## config.mk

```make
export PLATFORM = sky130hd
export DESIGN_NAME = stage_mem
export DESIGN_NICKNAME = d
export VERILOG_FILES = /design/src/rtl/stage_mem.sv
export SDC_FILE = /design/constraint.sdc
export NUM_CORES = 1
export LEC_CHECK = 0
export ABC_CLOCK_PERIOD_IN_PS = 4210
export CAP_MARGIN = 20
export CELL_PAD_IN_SITES_DETAIL_PLACEMENT = 1
export CELL_PAD_IN_SITES_GLOBAL_PLACEMENT = 2
export CORE_MARGIN = 2
export CORE_UTILIZATION = 31
export CTS_CLUSTER_DIAMETER = 120
export DETAILED_ROUTE_END_ITERATION = 10
export PLACE_DENSITY_LB_ADDON = 0.1
export SYNTH_ARGS = -nofsm -noshare
export SYNTH_HDL_FRONTEND = slang
export SYNTH_SLANG_ARGS = --single-unit
```

## constraint.sdc

```tcl
create_clock -name clk -period 4.21 [get_ports clk]
set_input_delay 1.0525 -clock clk [delete_from_list [all_inputs] [get_ports clk]]
set_output_delay 1.0525 -clock clk [all_outputs]
set_load 0.02 [all_outputs]
```

## src/rtl/stage_mem.sv

```systemverilog
// MEM pipeline stage for an 8-bit RAM port: each LOAD/STORE becomes 1, 2 or 4
// byte accesses to a 1-cycle-latency RAM while the upstream pipeline is stalled.
module stage_mem #(
  parameter int BYTE_W = 8
) (
  input  logic              clk,
  input  logic              rst,
  input  logic              rdy,
  input  logic [6:0]        opcode_i,
  input  logic [2:0]        funct3_i,
  input  logic [31:0]       mem_addr_i,
  input  logic [31:0]       store_data_i,
  input  logic [4:0]        wd_i,
  input  logic              wreg_i,
  input  logic [31:0]       wdata_i,
  output logic [4:0]        wd_o,
  output logic              wreg_o,
  output logic [31:0]       wdata_o,
  output logic              stall_req_o,
  output logic [31:0]       mem_a_o,
  output logic [BYTE_W-1:0] mem_dout_o,
  output logic              mem_wr_o,
  input  logic [BYTE_W-1:0] mem_din_i
);

  localparam logic [6:0] OP_LOAD  = 7'b0000011;
  localparam logic [6:0] OP_STORE = 7'b0100011;

  typedef enum logic [1:0] {IDLE, ACCESS, WAIT, DONE} state_t;

  state_t                  state, state_nxt;
  logic [1:0]              cnt, cnt_nxt;
  logic                    is_load_q;
  logic [31:0]             addr_q, sdata_q;
  logic [2:0]              f3_q;
  logic [4:0]              wd_q;
  logic                    wreg_q;
  logic [3:0][BYTE_W-1:0]  bytes_q;
  logic                    cap_pend_q;
  logic [1:0]              cap_idx_q;

  logic                    is_mem, f3_legal, mem_op;
  logic [1:0]              last_idx;
  logic [31:0]             load_val;

  assign is_mem   = (opcode_i == OP_LOAD) || (opcode_i == OP_STORE);
  assign f3_legal = funct3_i inside {3'b000, 3'b001, 3'b010, 3'b100, 3'b101};
  assign mem_op   = is_mem && f3_legal;

  // Index of the final byte: B/BU -> 0, H/HU -> 1, W -> 3.
  always_comb begin
    case (f3_q[1:0])
      2'b00:   last_idx = 2'd0;
      2'b01:   last_idx = 2'd1;
      default: last_idx = 2'd3;
    endcase
  end

  // NOTE: every signal driven here gets a default first, so no path can infer a latch.
  always_comb begin
    state_nxt = state;
    cnt_nxt   = cnt;
    if (rdy) begin
      case (state)
        IDLE: if (mem_op) begin
          state_nxt = ACCESS;
          cnt_nxt   = 2'd0;
        end
        ACCESS: begin
          if (cnt == last_idx) state_nxt = is_load_q ? WAIT : DONE;
          else                 cnt_nxt   = cnt + 2'd1;
        end
        WAIT:    state_nxt = DONE;
        default: state_nxt = IDLE;
      endcase
    end
  end

  // NOTE: sequential state uses non-blocking assignments so all flops update together.
  always_ff @(posedge clk or negedge rst) begin
    if (!rst) begin
      state      <= IDLE;
      cnt        <= 2'd0;
      is_load_q  <= 1'b0;
      addr_q     <= '0;
      sdata_q    <= '0;
      f3_q       <= '0;
      wd_q       <= '0;
      wreg_q     <= 1'b0;
      bytes_q    <= '0;
      cap_pend_q <= 1'b0;
      cap_idx_q  <= 2'd0;
    end else begin
      state <= state_nxt;
      cnt   <= cnt_nxt;
      if (state == IDLE && rdy && mem_op) begin
        is_load_q <= (opcode_i == OP_LOAD);
        addr_q    <= mem_addr_i;
        sdata_q   <= store_data_i;
        f3_q      <= funct3_i;
        wd_q      <= wd_i;
        wreg_q    <= wreg_i;
      end
      // A read issued in a running ACCESS cycle lands one edge later, even if rdy has dropped.
      cap_pend_q <= rdy && (state == ACCESS) && is_load_q;
      cap_idx_q  <= cnt;
      if (cap_pend_q) bytes_q[cap_idx_q] <= mem_din_i;
    end
  end

  always_comb begin
    case (f3_q)
      3'b000:  load_val = {{24{bytes_q[0][7]}}, bytes_q[0]};
      3'b100:  load_val = {24'h0, bytes_q[0]};
      3'b001:  load_val = {{16{bytes_q[1][7]}}, bytes_q[1], bytes_q[0]};
      3'b101:  load_val = {16'h0, bytes_q[1], bytes_q[0]};
      default: load_val = bytes_q;
    endcase
  end

  // Outputs are gated by rst so that asserting reset clears them without a clock.
  always_comb begin
    wd_o        = '0;
    wreg_o      = 1'b0;
    wdata_o     = '0;
    stall_req_o = 1'b0;
    mem_a_o     = '0;
    mem_dout_o  = '0;
    mem_wr_o    = 1'b0;
    if (rst) begin
      case (state)
        IDLE: begin
          if (!is_mem) begin
            wd_o    = wd_i;
            wreg_o  = wreg_i;
            wdata_o = wdata_i;
          end
          // Held even while paused so upstream never slips past a pending access.
          stall_req_o = mem_op;
        end
        ACCESS: begin
          stall_req_o = 1'b1;
          mem_a_o     = addr_q + {30'h0, cnt};
          if (!is_load_q) begin
            mem_dout_o = sdata_q[{cnt, 3'b000} +: BYTE_W];
            mem_wr_o   = rdy;
          end
        end
        WAIT: stall_req_o = 1'b1;
        default: begin
          if (is_load_q) begin
            wd_o    = wd_q;
            wreg_o  = wreg_q;
            wdata_o = load_val;
          end
        end
      endcase
    end
  end

endmodule

```

After elaboration in Yosys (flattened, before gate mapping)
Cells that the tools add are included.
{ "op_classes": {"addsub": 2, "mul": 0, "div": 0, "n_lt_le_gt_ge": 2, "eq_ne": 16, "shifts": 1, "muxes": 34, "n_bitwise": 0, "reduce_logical": 16} }
{ "ops": {"columns": ["op", "n"], "rows": [
  ["$mux 32", 5],
  ["$pmux 32 s4", 1],
  ["$pmux 32 s2", 1],
  ["$add 32x2->32", 1],
  ["$bwmux 32", 1],
  ["$mux 8", 4],
  ["$shiftx 32x6->8", 1],
  ["$demux 8 s2", 1],
  ["$mux 5", 3],
  ["$eq 3x3->1 const B", 4],
  ["$pmux 5 s2", 1],
  ["$mux 1", 8],
  ["$mux 2", 4],
  ["$pmux 2 s2", 2],
  ["$eq 7x2->1 const B", 1],
  ["$eq 7x6->1 const B", 1],
  ["$eq 3x1->1 const B", 2],
  ["$logic_and 1x1->1", 6],
  ["$logic_not 3->1", 2],
  ["$ne 2x2->1 const B", 3],
  ["$pmux 2 s3", 1],
  ["$reduce_bool 5->1", 1],
  ["$eq 2x1->1 const B", 2],
  ["$logic_not 2->1", 2],
  ["12 further kinds", 13]
]} }
{ "word_totals": {"ff_bits": 113, "latchBits": 0, "mem_bits_rw": 0, "mem_bits_ro": 0, "inputBits": 123, "out_inout_bits": 80, "elab_cells": 85, "mem_count": 0} }

Depth between registers and ports, before layout
{ "logic_depth": {"depth_word": 5, "depth_mapped": 7, "ltp_nobuf": 7} }

Least setup slack after synthesis
Ideal clock, no wire load.
{ "synth_timing": {"kind": "input to output", "from": "in opcode_i[0]", "to": "out wdata_o[10]", "arrival_ns": 2.452, "t_required_ns": 3.158, "setup_slack_ns": 0.705, "cell_stages": 7, "path_buffers": 2, "path_cell_list": "nor4bb_1 -> and2_1 -> and3b_1 -> clkbuf_1 -> clkbuf_1 -> a21oi_1 -> a21oi_1"} }
{ "synth_between": {"elab_chain_len": 5, "elab_cells_between_ends": 6, "classes_between": "eq/ne: 2; mux: 3; reduce/logical: 1"} }
{ "synth_lines": {"columns": ["item", "line", "rtl"], "rows": [
  ["start: declaration", "9", "input logic [6:0] opcode_i,"],
  ["$eq 7x2->1 / $eq 7x6->1 (equally long branches)", "46", "assign is_mem = (opcode_i == OP_LOAD) || (opcode_i == OP_STORE);"],
  ["$logic_or 1x1->1 (*)", "46", null],
  ["$mux 32 (*)", "133", "if (!is_mem) begin"],
  ["$pmux 32 s2 (*)", "131", "case (state)"],
  ["$mux 32 (*)", "130", "if (rst) begin"],
  ["end: declaration", "18", "output logic [31:0] wdata_o,"]
]} }
Every way passes the cells marked *; elsewhere a longest branch is shown, timed or not.

Worst setup path after layout
{ "layout_timing": {"from": "in opcode_i[0]", "to": "out wdata_o[13]"} }
Same word-level chain as after synthesis.

==> impl_results.md <==
- Die H: 144 um
- HPWL Detailed: 13700 um
- Final hold vios: 0
- Peak VDD IR: 0.278 mV
- Fill cells: 2089
- CTS tree: yes
- Post-Route Utilization: 0.467
- Vias: 4959
- Syn Nets: 664
- Tmin final: 4070 ps
- Effective utilization at floorplan: 0.314
- 1st-iter DRT viols: 156
- I/O pins: 203
- Vias in the first global route: 5371
- Synthesized flop and latch total: 113
- Clock slew at reported path FFs: 50 ps
- Placed cell area: 8420 um^2
- Sequential share of the synthesized area: 0.468
- Setup TNS: 0 ps
- PortBufs: 202
- CTS root buffer: clkbuf_16
- Worst setup path end: wdata_o[13]
- Slew headroom: 0.521
- RR Endpoint: wd_q[4]
- Leak Pwr: 4.08 nW
- Layout cells sized above 1: 0.225
- Drc violations: 0
- Area delta synth->final: 48.9%
- DRT Wirelength: 18600 um
- CTS H-tree lvls: 4
- Die Area: 20600 um^2
- Post-DRT Antenna Nets: 0
- FP Rows: 51
- Clk sinks: 113
- Top FF cell, synth: dfrtp_1
- Critical path peak fanout: 23
- Nets: 872
- Synth warn: 0
- Hold Crit Class: flop to flop
- Top cells by area, synth: dfrtp_1 (47%), mux2_2 (17%), a21oi_1 (4.1%)
- Die width: 144 um
- CP Launch Point: opcode_i[0]
- Post-CTS Hold Buffers: 0
- Worst Tran Pin Value: 719 ps
- Final setup viols: 0
- GPL Wtd Cong: 0.761
- Post-synth EDFFs: 0
- CP Launch Type: input port
- Share of the synthesized area in the top cell type: 0.468
- TritonCTS buffer count: 17
- Design Area, Final: 9000 um^2
- Tcrit/Tclk final: 0.967
- CP max stage cell: clkdlybuf4s50_1
- Cell taking the most area after synthesis: dfrtp_1
- Ant diodes: 0
- Req. time, crit path: 3160 ps
- Critical path's largest stage delay: 460 ps
- Total track usage: 0.184
- Max cap viols: 0
- Reg2Reg Depth: 5
- Skew final: 7.27 ps
- Cell Area, Synth: 6040 um^2
- P per Cell Area: 430 nW/um^2
- Worst R2R Setup Slack: 2110 ps
- Initial antenna violation count: 0
- Crit path DAT: 3020 ps
- Status: finished clean
- Final Max Tran Viols: 0
- Core Box Area: 19300 um^2
- CP Class: input port to output port
- TritonRoute pass-1 iters: 4
- Vias/cell: 4.86
- Largest net degree at the start of global routing: 73
- First-pass GRT wire length: 29200 um
- Critical R2R Launch: state[0]
- Worst setup EP type: output port
- GRT Residual Overflow: 0
- Most frequent CP cell: a21oi_1
- Routed len/inst: 18.3 um
- List of cells traversed by the critical path: clkdlybuf4s50_1, nor4bb_4, buf_4, and2_1, and3b_1, buf_12, a21oi_1, a21oi_1, clkdlybuf4s15_1
- Synth Instances: 534
- CTS Buffer Depth: 2
- Max frequency: 246 MHz
- Synthesized area per cell: 11.3 um^2
- Synth async-reset ratio: 1.00
- Yosys cell types: 50
- Worst-Skew Late Latency: 420 ps
[state kept, by name (all words and copies together), names as in the netlist]
| name | cells |
|---|---|
| cnt | 2 |
| bytes_q | 32 |
| is_load_q | 1 |
| cap_pend_q | 1 |
| addr_q | 32 |
| wd_q | 5 |
| wreg_q | 1 |
| state | 2 |
| cap_idx_q | 2 |
| sdata_q | 32 |
| f3_q | 3 |
[worst min-delay path by stage]
stage,endpoint,start,cells past startpoint
5_1_grt,sdata_q[31],sdata_q[31],1
3_5_place_dp,sdata_q[29],sdata_q[29],1
4_1_cts,sdata_q[29],sdata_q[29],1
6_report,sdata_q[25],sdata_q[25],1
2_1_floorplan,cap_idx_q[0],cnt[0],0
3_3_place_gp,sdata_q[25],sdata_q[25],1
[kinds of logic (layout without fill, tap and decap cells)]
kind of cell               count (synthesis)  after routing  share of synthesized area
DFF                                      113            113                      0.468
adders and majority gates                  7              7                     0.0157
xor gates and xnor gates                  29             29                     0.0420
AOI/OAI and AO/OA                        113            113                      0.111
and+or+nand+nor                          118            118                      0.110
muxes                                    114            114                      0.227
buffers and inverters                     40            261                     0.0261
[per-stage QoR]
stage	setup slack [ps]	instances	power, W	hold WS, ps
after detailed placement	-233	986	0.00254	482
after CTS	8.57	1020	0.00391	495
after global placement	-250	986	0.00251	471
final	138	1020	0.00387	490
after floorplan	705	534	0.00197	378
after global routing	-1.98	1020	0.00408	510
[where the power goes]
part	internal [W]	switching [W]	total [W]
logic	0.000524	0.000628	0.00115
clock network	0.000909	0.000504	0.00141
registers	0.00120	0.0000990	0.00130
total	0.00263	0.00123	0.00387
[layer usage]
layer	track usage	wire, um	up-vias
li1	-	-	2353
met1	0.226	8010	2461
met2	0.317	9380	127
met3	0.0460	1000	18
met4	0.0635	255	0
met5	0	0	-
[cells in the mapped netlist, drive strengths merged, types with 8 or more instances]
cell type / instances
buf: 8
xor2: 23
a21oi: 49
o21ai: 31
o21a: 8
nor2: 37
clkbuf: 25
nand2: 14
a22o: 15
mux2: 105
nand3: 15
nor2b: 9
mux4: 8
nand4: 13
dfrtp: 113
[layout make-up]
| class | instances | area (um^2) | share of cell area |
|---|---|---|---|
| clock buffers | 21 | 470 | 0.0523 |
| clock inverters | 11 | 111 | 0.0124 |
| inverters | 7 | 26.3 | 0.00292 |
| multi-input cells | 381 | 3080 | 0.343 |
| flip-flops and latches | 113 | 2830 | 0.314 |
| well taps | 265 | 332 | 0.0368 |
| repair buffers | 222 | 2150 | 0.239 |
[layout by cell type (no fill, tap or decap), types with 7 or more instances in the layout]
cell	instances
clkdlybuf4s50_1	154
dfrtp_1	113
mux2_2	91
a21oi_1	48
nor2_1	37
o21ai_0	31
xor2_1	23
buf_4	18
dlygate4sd2_1	18
clkbuf_16	17
nand3_1	15
a22o_1	15
nand2_1	14
mux2_1	14
clkdlybuf4s15_1	13
nand4_1	11
nor2b_1	9
clkbuf_2	9
o21a_1	8
mux4_2	8
inv_1	7
clkinv_2	7
dlymetal6s2s_1	7
[repair_timing]
| item | CTS | global route |
|---|---|---|
| resized for setup | 42 | 42 |
| gates cloned | 0 | 0 |
| pin swaps | 1 | 0 |
| buffers inserted | 2 | 0 |
| endpoints found under the setup margin | 41 | 30 |
| hold endpoints to repair | 0 | 0 |
[worst max-delay path, delay by kind of cell]
kind                   cells  cell delay, ps
AO/OA/AOI/OAI              2             220
buffers and inverters      4            1080
AND/OR/NAND/NOR            3             660
Power figures use the tool's default switching activity.
